**src/rtl/cla_pkg.sv**
```systemverilog
// cla_pkg: shared group width and generate/propagate pair type for the lookahead adder
package cla_pkg;
  localparam int GROUP_W = 4;
  typedef struct packed {
    logic g;
    logic p;
  } gp_t;
endpackage

```
**src/rtl/cla4.sv**
```systemverilog
// cla4: 4-bit lookahead block producing sum bits and group generate/propagate
module cla4 (
  input  logic [3:0] a,
  input  logic [3:0] b,
  input  logic       ci,
  output logic [3:0] s,
  output logic       G,
  output logic       P
);
  logic [3:0] g;
  logic [3:0] p;
  logic [3:0] c;
  assign g = a & b;
  assign p = a ^ b;
  assign c[0] = ci;
  assign c[1] = g[0] | (p[0] & ci);
  assign c[2] = g[1] | (p[1] & g[0]) | (p[1] & p[0] & ci);
  assign c[3] = g[2] | (p[2] & g[1]) | (p[2] & p[1] & g[0]) | (p[2] & p[1] & p[0] & ci);
  assign s = p ^ c;
  assign G = g[3] | (p[3] & g[2]) | (p[3] & p[2] & g[1]) | (p[3] & p[2] & p[1] & g[0]);
  assign P = &p;
endmodule

```
**src/rtl/cl_adder.sv**
```systemverilog
// cl_adder: registered WIDTH-bit carry-lookahead adder built from 4-bit lookahead groups
module cl_adder
  import cla_pkg::*;
#(
  parameter int WIDTH = 8
) (
  input  logic             clk,
  input  logic             rst,
  input  logic [WIDTH-1:0] a,
  input  logic [WIDTH-1:0] b,
  input  logic             cin,
  output logic [WIDTH-1:0] sum,
  output logic             cout
);
  localparam int NG = WIDTH / GROUP_W;
  gp_t              gp [NG];
  logic [NG:0]      gc;
  logic [WIDTH-1:0] s;
  logic             acc;
  logic             term;
  for (genvar i = 0; i < NG; i++) begin : grp
    logic gi;
    logic pi;
    cla4 u_cla4 (
      .a (a[i*GROUP_W +: GROUP_W]),
      .b (b[i*GROUP_W +: GROUP_W]),
      .ci(gc[i]),
      .s (s[i*GROUP_W +: GROUP_W]),
      .G (gi),
      .P (pi)
    );
    assign gp[i] = '{g: gi, p: pi};
  end
  // group carries as flat sum-of-products over lower G/P terms and cin, never chained through gc
  always_comb begin
    gc = '0;
    acc = 1'b0;
    term = 1'b0;
    for (int k = 0; k <= NG; k++) begin
      acc = cin;
      for (int j = 0; j < k; j++) acc = acc & gp[j].p;
      for (int j = 0; j < k; j++) begin
        term = gp[j].g;
        for (int m = j + 1; m < k; m++) term = term & gp[m].p;
        acc = acc | term;
      end
      gc[k] = acc;
    end
  end
  // capture the combinational result every cycle; reset wins over new operands
  always_ff @(posedge clk) begin
    if (rst) {cout, sum} <= '0;
    else {cout, sum} <= {gc[NG], s};
  end
endmodule

```
**config.mk**
```make
export PLATFORM = sky130hd
export DESIGN_NAME = cl_adder
export DESIGN_NICKNAME = d
export VERILOG_FILES = /design/src/rtl/cla_pkg.sv /design/src/rtl/cla4.sv /design/src/rtl/cl_adder.sv
export SDC_FILE = /design/constraint.sdc
export NUM_CORES = 1
export LEC_CHECK = 0
export CAP_MARGIN = 15
export CELL_PAD_IN_SITES_DETAIL_PLACEMENT = 1
export CELL_PAD_IN_SITES_GLOBAL_PLACEMENT = 2
export CORE_MARGIN = 2
export CORE_UTILIZATION = 35
export DETAILED_ROUTE_END_ITERATION = 7
export DONT_BUFFER_PORTS = 1
export GPL_TIMING_DRIVEN = 0
export MAX_ROUTING_LAYER = met4
export PLACE_DENSITY = 0.88
export SYNTH_ARGS = -nofsm -noshare
export SYNTH_HDL_FRONTEND = slang
export SYNTH_SLANG_ARGS = --single-unit
```
**constraint.sdc**
```tcl
create_clock -name clk -period 5 [get_ports clk]
set_clock_uncertainty 0.2 [all_clocks]
set_input_delay 0.75 -clock clk [delete_from_list [all_inputs] [get_ports clk]]
set_output_delay 0.75 -clock clk [all_outputs]
set_load 0.02 [all_outputs]
```
### After elaboration in Yosys (flattened, before gate mapping)

Index checks and enable logic that the tools add are counted.

* bitwise logic cells: 58
* reductions and logical operators: 2

Operators by type and width (number)
* AND 1 bit: 31
* bitwise OR 1 bit: 21
* XOR 4 bit: 4
* AND 4 bit: 2
* AND reduction 4 bit: 2

* bits in registers: 9
* input bits: 19
* output and inout port bits: 9
* word-level logic and storage cells: 62

### Longest topological paths before layout

* depth in word-level cells: 9
* mapped depth: 7
* gate-level depth less buffers: 7

### By module

Synthesis repeated with hierarchy kept, for this count alone.

* cell total of the unflattened synthesis: 65
* area, all modules: 629.4 um^2

Modules (own cells, without submodules)
* cla4: times used 2, cells each 22, area an instance 182.7 um^2, sequential area each 0.0 um^2
* cl_adder: times used 1, cells each 21, area an instance 264.0 um^2, sequential area each 180.2 um^2

### Worst setup path after synthesis

No wires, ideal clock.

* kind: input-to-reg
* start: in a[2]
* end: reg sum[5]
* library setup time: 0.127 ns
* data arrival time: 2.201 ns
* data required time: 4.673 ns
* setup slack: 2.472 ns
* stages: 7
* buffers on the path: 0
* cells stage by stage: ha_1 a21oi_1 nor2b_2 or3_1 fa_1 xnor2_1 nor2_1

* longest elaborated chain between the ends: 9
* elaborated cells between the ends (all ways): 16
* those cells by class: bitwise (15); reduce/logical (1)

Ends and longest elaborated chain
* start: declaration: RTL line cl_adder.sv:9 `input logic [WIDTH-1:0] a,`
* AND 4 bit or XOR 4 bit (tied branches): RTL line cla4.sv:13, cla4.sv:14
* AND 1 bit: RTL line cla4.sv:20 `assign G = g[3] | (p[3] & g[2]) | (p[3] & p[2] & g[1]) | (p[3] & p[2] & p[1] & g[0]);`
* bitwise OR 1 bit or AND 1 bit (tied branches) (2 in a row): RTL line cla4.sv:20
* bitwise OR 1 bit: RTL line cla4.sv:20
* bitwise OR 1 bit (*): RTL line cl_adder.sv:45 `acc = acc | term;`
* AND 1 bit (*): RTL line cla4.sv:16 `assign c[1] = g[0] | (p[0] & ci);`
* bitwise OR 1 bit (*): RTL line cla4.sv:16
* XOR 4 bit (*): RTL line cla4.sv:19 `assign s = p ^ c;`
* end signal: assignment: RTL line cl_adder.sv:53 `else {cout, sum} <= {gc[NG], s};`
* end: declaration: RTL line cl_adder.sv:12 `output logic [WIDTH-1:0] sum,`

Mark *: on every way between the ends. The rest lies on a longest branch, timed or not.
A chain may end at the register's enable or synchronous reset.

### Final worst setup path

Ends and elaborated chain as after synthesis.

==> results.md <==
- Unrepaired setup endpoints after global routing: false
- Hold WS: between 500 and 600 ps
- Period utilization: 0.4788
- Setup bufs post-CTS: 0
- Synth top cells by count: 9 x dfxtp_1, 8 x ha_1, 6 x nor2_1, 4 x inv_1
- Critical path's top delay family: adder cells
- Number of DRC markers in iteration 0: 0
- Number of diodes: 0
- Io pins: 28
- Cell count after synthesis: 60
- Hold Crit Class: input pin to register
- Max-cap violations: 0
- Synth-to-Final Area Change: 8.114%
- Fin Setup TNS: 0 ps
- Ys async rst share: 0
- Critical path buffers and inverters: 0
- Fill cells: around 190
- Seq/Total Area, Yosys: 0.3158
- Cell taking the most area after synthesis: dfxtp_1
- Min cycle time layout: between 2000 and 2500 ps
- Max VDD drop: between 0.09 and 0.1 mV
- Final Hold Vio Count: 0
- Die Y: between 40 and 50 µm
- Clk root buf: clkbuf_4
- Max-slew violation count: 0
- H-tree levels: 1
- Share of layout cells above drive strength 1: 0.1563
- CP max stage cell: fa_1
- Final setup vio count: 0
- CP arrival: 2320 ps
- Initial DRT Pass Iterations: 1
- CTS buffer count: 3
- Initial antenna violation count: 0
- Largest net degree at the start of global routing: 11
- # hold bufs at CTS: 0
- Synth warnings: 0
- Worst path cell trace: ha_1, a21oi_1, nor2b_2, or3_1, fa_1, xnor2_1, nor2_1
- Relative slew margins: 0.7578
- Dpl ws: between 2000 and 2500 ps
- Top post-synthesis cells by area: dfxtp_1 32%, ha_1 18%, fa_1 7.0%
- Worst EP required: 4930 ps
- EDFF count, synth: 0
- Critical path launch point type: input pin
- CTS tree: built
- Crit end category: register
- FP Rows: 14
- Highest clock rate: between 400 and 500 MHz
- Core area: ~1500 µm²
- Post-Route WL: ~940 µm
- Cell Count, Final, Fillers Out: 80
- Register bit total from synthesis: 9
- Die ar.: ~2000 µm²
- Global route overflow: 0
- CP Max Fanout: 4
- Placed Cells: 76
- PwrDens: 309.0 nW/µm²
- Cts repair resizes: 0
- DRC: 0
- Starting density of the core: 0.3744
- Critical path class: input pin to register
- WL/cell: ~12 µm
- Tightest Pin Transition: ~360 ps
- Routed Antenna Nets: 0
- Main synth FF type: dfxtp_1
- Fin nets: between 90 and 100
- Syn_nets: 89
- Unique masters post-synth: 25
- Lkg Pwr: 0.2746 nW
- First-pass GRT wire length: roughly 1600 µm
- CTS Buffer Depth: 2
- Average size of a mapped cell: roughly 9.5 µm²
- Via count: 418
- Clock slew at reported path FFs: about 50 ps
- Vias in the first global route: slightly below 400
- Total track usage: 0.1188
- HPWL after DPL: between 800 and 900 µm
- CP peak stage delay: just under 400 ps
- Via density: ~5.2
- Mapped Area: roughly 570 µm²
- Routability Congestion: 0.7298
- Outcome: finished clean
- Port Buffer Count: 0
- Sink Count: 9
- Most numerous cell in the Yosys netlist: dfxtp_1
- Die width: 44.38 µm
- Top cell type's share of synthesized area: 0.3158
- Final WS setup: 2606 ps
-- cell usage in the layout, fill, tap and decap left out, drive strengths merged, types with 2 or more instances in the layout --
cell type,count
fa,2
clkbuf,5
nand2,3
nor2b,4
inv,4
nor3,3
a21oi,5
nand2b,2
dfxtp,9
o31ai,2
ha,8
nor2,7
-- metrics by stage --
step                      power [mW]  utilization  instance area (µm²)
after global routing          0.2091       0.4048                616.8
after floorplan               0.1322            -                570.5
after CTS                     0.1945       0.4048                616.8
after global placement        0.1391       0.3875                590.6
final                         0.1906       0.4048                616.8
after detailed placement      0.1404       0.3875                590.6
-- registers in the layout, indices dropped and copies added, names as in the netlist --
| signal | cells |
|---|---|
| sum | 8 |
| cout | 1 |
-- routing by layer --
layer  routed length (µm)  share of wire  global-route usage  vias to the layer above
met5                    0              0                   -                        -
met1                  330           0.35              0.1141                      183
met3                  119           0.13             0.07755                        2
met4                    4         0.0043             0.03636                        0
met2                  482           0.51              0.1941                       21
li1                     -              -                   -                      212
-- cells by family after synthesis --
kind of cell / count (synthesis) / share of synthesized area
AOI/OAI and AO/OA: 10 / 0.1404
xor gates and xnor gates: 2 / 0.03071
adders and majority gates: 10 / 0.2456
buffers and inverters: 5 / 0.03288
DFF: 9 / 0.3158
muxes: 2 / 0.03728
and+or+nand+nor: 22 / 0.1974
-- power breakdown --
part / internal [mW] / leakage, nW / switching [mW] / total (mW)
registers: 0.0809 / 0.0750 / 0.0140 / 0.0950
clock network: 0.0305 / 0.0150 / 0.0223 / 0.0528
logic: 0.0207 / 0.185 / 0.0221 / 0.0428
-- cell type report --
class                           instances  area (µm²)  share of cell area
Clock buffer                            4       26.28             0.04260
Sequential cell                         9       180.2              0.2921
Multi-Input combinational cell         46       371.6              0.6024
Buffer                                  1       3.754            0.006085
Tap cell                               16       20.02             0.03245
Inverter                                4       15.01             0.02434
-- final timing paths --
kind | start | end | slack (ps) | cells after the start
setup / recovery | a[2] | sum[5] | 2610 | 7
hold / removal | rst | sum[6] | 530 | 2
No activity file was read; power rests on OpenSTA's default activity.
==> RTL edit 1: new RTL, same flow settings <==
Change the parameter `WIDTH` from 8 to 16.
--- a/src/rtl/cl_adder.sv
+++ b/src/rtl/cl_adder.sv
@@ -2,7 +2,7 @@
 module cl_adder
   import cla_pkg::*;
 #(
-  parameter int WIDTH = 8
+  parameter int WIDTH = 16
 ) (
   input  logic             clk,
   input  logic             rst,
Interface: changed (resized a, b and sum); port bits go from 28 to 52. The function was not compared with the original's and may differ.
==> RTL edit 1 against the original RTL <==
Wire length rose to 2.8 times the old value. Die area increased by 97%. Cell area rose by 110%. Total power rose by 87%. Largest cell class unchanged. Sequential cell count is 8 higher. Maximum frequency fell by 13%. Synthesized cell count increased by 110%. Sequential power is 95% higher. Count of clock-buffer cells in the layout stayed put. Area after synthesis grew 110%. Worst setup slack worse by 0.36 ns. Highest routed layer is now met3.
==> RTL edit 1: results (changes against the original RTL) <==
| Metric | Value |
|---|---|
| Status | finished clean (unchanged) |
| Delay contributed by the slowest stage of the critical path | 0.49 ns (was 0.39 ns) |
| Endpoint arrival time on the critical path | 2.78 ns (was 2.32 ns) |
| Met3 routed WL | 116 um (was 119 um) |
| Slew of the pin with the lowest slew margin | 0.457 ns (was 0.363 ns) |
| Sum of routed wire length over all layers | 2610 um (was 937 um) |
| Mean area per synthesized cell | 9.49 um2 (was 9.51 um2) |
| Number of iterations in the first detailed-routing pass | 4 (was 1) |
| Static leakage | 0.536 nW (was 0.275 nW) |
| Clock transition at the registers of the reported paths | 0.09 ns (was 0.05 ns) |
| Post-synthesis mux area share | 0.0274 (was 0.0373) |
| Share of cells above drive strength 1 | 0.0930 (was 0.156) |
| Drt initial violations | 35 (was 0) |
| DRT met1 WL | 1190 um (was 330 um) |
| Post-DR vias/cell | 5.28 (was 5.23) |
| Setup Slack @ Placement | 1.92 ns (was 2.33 ns) |
| Xor and xnor fraction of the mapped netlist area | 0.0591 (was 0.0307) |
| Top post-synthesis cells by count | 17 x sky130_fd_sc_hd__dfxtp_1, 16 x sky130_fd_sc_hd__ha_1, 14 x sky130_fd_sc_hd__nor2_1 (was 9 x sky130_fd_sc_hd__dfxtp_1, 8 x sky130_fd_sc_hd__ha_1, 6 x sky130_fd_sc_hd__nor2_1) |
| Portion of the post-synthesis area used by sequential elements | 0.287 (was 0.316) |
| Critical path's top delay family | compound AO/OA/AOI/OAI gates (was adder cells) |
| Cell types with the largest area share after synthesis | sky130_fd_sc_hd__dfxtp_1 29%, sky130_fd_sc_hd__ha_1 17%, sky130_fd_sc_hd__fa_1 6.8% (was sky130_fd_sc_hd__dfxtp_1 32%, sky130_fd_sc_hd__ha_1 18%, sky130_fd_sc_hd__fa_1 7.0%) |
| Total routing resource utilization after global routing | 0.146 (was 0.119) |
| Highest Signal Layer | met3 (was met4) |
| Areal power density over the cells | 281 nW/um2 (was 309 nW/um2) |
| Number of vias in the routed layout | 924 (was 418) |
RTL edit 1: cell types whose count changed after synthesis, sizes merged, moves of 5 or more:
cell | unedited run | this run
dfxtp | 9 | 17
ha | 8 | 16
nor2 | 7 | 14
a21oi | 5 | 10
RTL edit 1: cells by family (layout without fill, tap and decap cells):
| kind of cell | after synthesis | after routing |
|---|---|---|
| compound gates | 30 | 30 |
| fa+ha+maj | 20 | 20 |
| buf+inv | 10 | 14 |
| flops | 17 | 17 |
| simple gates | 37 | 37 |
| xor+xnor | 8 | 8 |
| mux | 3 | 3 |
RTL edit 1: layout make-up:
| cell class | instances | share of cell area |
|---|---|---|
| clock buffers | 4 | 0.0207 |
| inverters | 8 | 0.0236 |
| well taps | 46 | 0.0453 |
| flip-flops and latches | 17 | 0.268 |
| plain buffers | 2 | 0.00591 |
| multi-input cells | 98 | 0.636 |
RTL edit 1: final timing paths:
kind / end / startpoint / depth (start not counted)
worst min-delay path: sum[7] / rst / 2
worst max-delay path: sum[12] / a[2] / 8
RTL edit 1: routing by layer:
metal,up-vias,global-route usage
li1,447,-
met4,0,0.0500
met1,450,0.184
met2,27,0.238
met5,-,-
met3,0,0.0272
RTL edit 1: power by group:
part	internal, mW	total (mW)	switching, mW
combinational	0.0456	0.103	0.0570
clock	0.0309	0.0696	0.0387
sequential	0.154	0.185	0.0305
total	0.231	0.357	0.126
==> RTL edit 2: new RTL, same settings <==
Made on the original files. Add an input register stage for `a`, `b` and `cin`, without a reset; this delays them by one clock.
--- a/src/rtl/cl_adder.sv
+++ b/src/rtl/cl_adder.sv
@@ -13,6 +13,17 @@
   output logic             cout
 );
   localparam int NG = WIDTH / GROUP_W;
+
+  logic [WIDTH-1:0] a_q;
+  logic [WIDTH-1:0] b_q;
+  logic cin_q;
+
+  always_ff @(posedge clk) begin
+    a_q   <= a;
+    b_q   <= b;
+    cin_q <= cin;
+  end
+
   gp_t              gp [NG];
   logic [NG:0]      gc;
   logic [WIDTH-1:0] s;
@@ -22,8 +33,8 @@
     logic gi;
     logic pi;
     cla4 u_cla4 (
-      .a (a[i*GROUP_W +: GROUP_W]),
-      .b (b[i*GROUP_W +: GROUP_W]),
+      .a (a_q[i*GROUP_W +: GROUP_W]),
+      .b (b_q[i*GROUP_W +: GROUP_W]),
       .ci(gc[i]),
       .s (s[i*GROUP_W +: GROUP_W]),
       .G (gi),
@@ -37,7 +48,7 @@
     acc = 1'b0;
     term = 1'b0;
     for (int k = 0; k <= NG; k++) begin
-      acc = cin;
+      acc = cin_q;
       for (int j = 0; j < k; j++) acc = acc & gp[j].p;
       for (int j = 0; j < k; j++) begin
         term = gp[j].g;
Behaviour: not the same (a bounded check fails within 4 cycles, from zero or initial values and one cycle with rst high).
==> RTL edit 2 against the original RTL <==
Global-route usage fell by 1.2 points. Total power grew 100%. Worst hold slack worse by 0.29 ns. Non-clock buffer count unchanged. Sequential cell count increased by 17. Area after synthesis grew 60%. Final cell count is 39% higher. Critical path type is now register to register. Worst setup slack improved by 0.21 ns. Wire length grew 47%. Highest routed layer is now met3. Cell area up 60%. Sequential share of layout area grew 24 points. Combinational power up 2%. Sequential power grew to 2.5 times the old value.
==> RTL edit 2: results (changes against the original RTL) <==
| Metric | Value |
|---|---|
| Status | finished clean (unchanged) |
| Clock transition at the registers of the reported paths | 0.13 ns (was 0.05 ns) |
| Power dissipated by switching net loads | 97.8 uW (was 58.4 uW) |
| Hold Path End | a_q[0] (was sum[6]) |
| Per-cell routed wire length | 12.5 um (was 11.7 um) |
| Maximum number of pins on one net before global-route repair | 15 (was 11) |
| Sum of net half-perimeters after detailed placement | 1120 um (was 833 um) |
| Maximum resistive drop on vdd | 0.248 mV (was 0.0930 mV) |
| Static leakage | 0.424 nW (was 0.275 nW) |
| Post-synthesis compound-gate area fraction | 0.0879 (was 0.140) |
| Drt initial violations | 4 (was 0) |
| Start point of the worst hold path | a[0] (was rst) |
| Slew of the pin with the lowest slew margin | 0.438 ns (was 0.363 ns) |
| Cell types with the largest area share after synthesis | sky130_fd_sc_hd__dfxtp_1 57%, sky130_fd_sc_hd__ha_1 11%, sky130_fd_sc_hd__fa_1 4.4% (was sky130_fd_sc_hd__dfxtp_1 32%, sky130_fd_sc_hd__ha_1 18%, sky130_fd_sc_hd__fa_1 7.0%) |
| Post-cts hold buffer count | 0 (unchanged) |
| Xor and xnor fraction of the mapped netlist area | 0.0192 (was 0.0307) |
| Non-filler instance count after layout | 111 (was 80) |
| Adder-cell share of the synthesized area | 0.154 (was 0.246) |
| Number of iterations in the first detailed-routing pass | 2 (was 1) |
| Initial antenna violation count | 0 (unchanged) |
| Top post-synthesis cells by count | 26 x sky130_fd_sc_hd__dfxtp_1, 8 x sky130_fd_sc_hd__ha_1, 6 x sky130_fd_sc_hd__nor2_1 (was 9 x sky130_fd_sc_hd__dfxtp_1, 8 x sky130_fd_sc_hd__ha_1, 6 x sky130_fd_sc_hd__nor2_1) |
| Hold Crit Depth | 0 (was 2) |
| Mean area per synthesized cell | 11.8 um2 (was 9.51 um2) |
| Post-synthesis mux area share | 0.0234 (was 0.0373) |
| Reg-to-reg slack, setup | 2.82 ns |
| Final Wtd Congestion | 0.740 (was 0.730) |
| Number of vias in the routed layout | 539 (was 418) |
| Share of cells above drive strength 1 | 0.136 (was 0.156) |
| Cell count of the worst reg-to-reg path | 7 |
| Total routing resource utilization after global routing | 0.107 (was 0.119) |
| Reg-to-reg critical path startpoint | a_q[0] |
| FILL cells | 284 (was 187) |
| Count of instances resized after the clock tree is built | 0 (unchanged) |
| Portion of the post-synthesis area used by sequential elements | 0.571 (was 0.316) |
| Number of global-route vias before repair | 488 (was 398) |
| Global-route wire length before repair | 2040 um (was 1570 um) |
==> RTL edit 2: cell count changes after synthesis <==
| cell | unedited run | this run |
|---|---|---|
| sky130_fd_sc_hd__dfxtp_1 | 9 | 26 |
==> RTL edit 2: layout make-up <==
cell class,instances,area (um2),share of cell area
Sequential cell,26,520,0.529
Inverter,4,15.0,0.0152
Multi-Input combinational cell,46,372,0.377
Tap cell,30,37.5,0.0381
Buffer,1,3.75,0.00381
Clock buffer,4,36.3,0.0368
==> RTL edit 2: routing by layer <==
metal,wire (um),share of wire,GRT usage
met1,549,0.40,0.0914
met2,754,0.55,0.185
met3,78,0.056,0.0699
met4,0,0,0.0407
met5,0,0,-
==> RTL edit 2: how the worst max path moves through the flow <==
stage / end / slack, ns / from
after floorplan: sum[5] / 2.93 / a_q[0]
after global placement: sum[5] / 2.83 / a_q[0]
after detailed placement: sum[5] / 2.82 / a_q[0]
after CTS: sum[5] / 2.79 / a_q[0]
after global routing: sum[5] / 2.71 / a_q[0]
final: sum[5] / 2.82 / a_q[0]
==> RTL edit 2: metrics by stage <==
stage	power, mW	setup slack [ns]	hold WS (ns)	util	area, um2
2_1_floorplan	0.280	2.93	0.375	-	911
3_3_place_gp	0.287	2.83	0.402	0.383	948
3_5_place_dp	0.290	2.82	0.414	0.383	948
4_1_cts	0.393	2.79	0.232	0.397	985
5_1_grt	0.406	2.71	0.214	0.397	985
6_report	0.387	2.82	0.248	0.397	985
==> RTL edit 2: power groups by stage <==
stage / registers (mW) / clock network (mW) / logic (mW)
CTS: 0.241 / 0.108 / 0.0447
global route: 0.243 / 0.114 / 0.0493
finish: 0.241 / 0.102 / 0.0435
detailed placement: 0.246 / 0 / 0.0442
global placement: 0.246 / 0 / 0.0418
floorplan: 0.244 / 0 / 0.0362
==> RTL edit 2: critical path: stages, from the launching register on <==
cell and delay (ns):
sky130_fd_sc_hd__dfxtp_1 0.34, sky130_fd_sc_hd__ha_1 0.30, sky130_fd_sc_hd__a21oi_2 0.18, sky130_fd_sc_hd__nor2_2 0.08, sky130_fd_sc_hd__or3_1 0.38, sky130_fd_sc_hd__fa_1 0.39, sky130_fd_sc_hd__xnor2_1 0.16, sky130_fd_sc_hd__nor2_1 0.05
==> RTL edit 2: logic make-up after synthesis <==
family	count (synthesis)
buf+inv	5
simple gates	22
compound gates	10
xor+xnor	2
fa+ha+maj	10
mux	2
flops	26
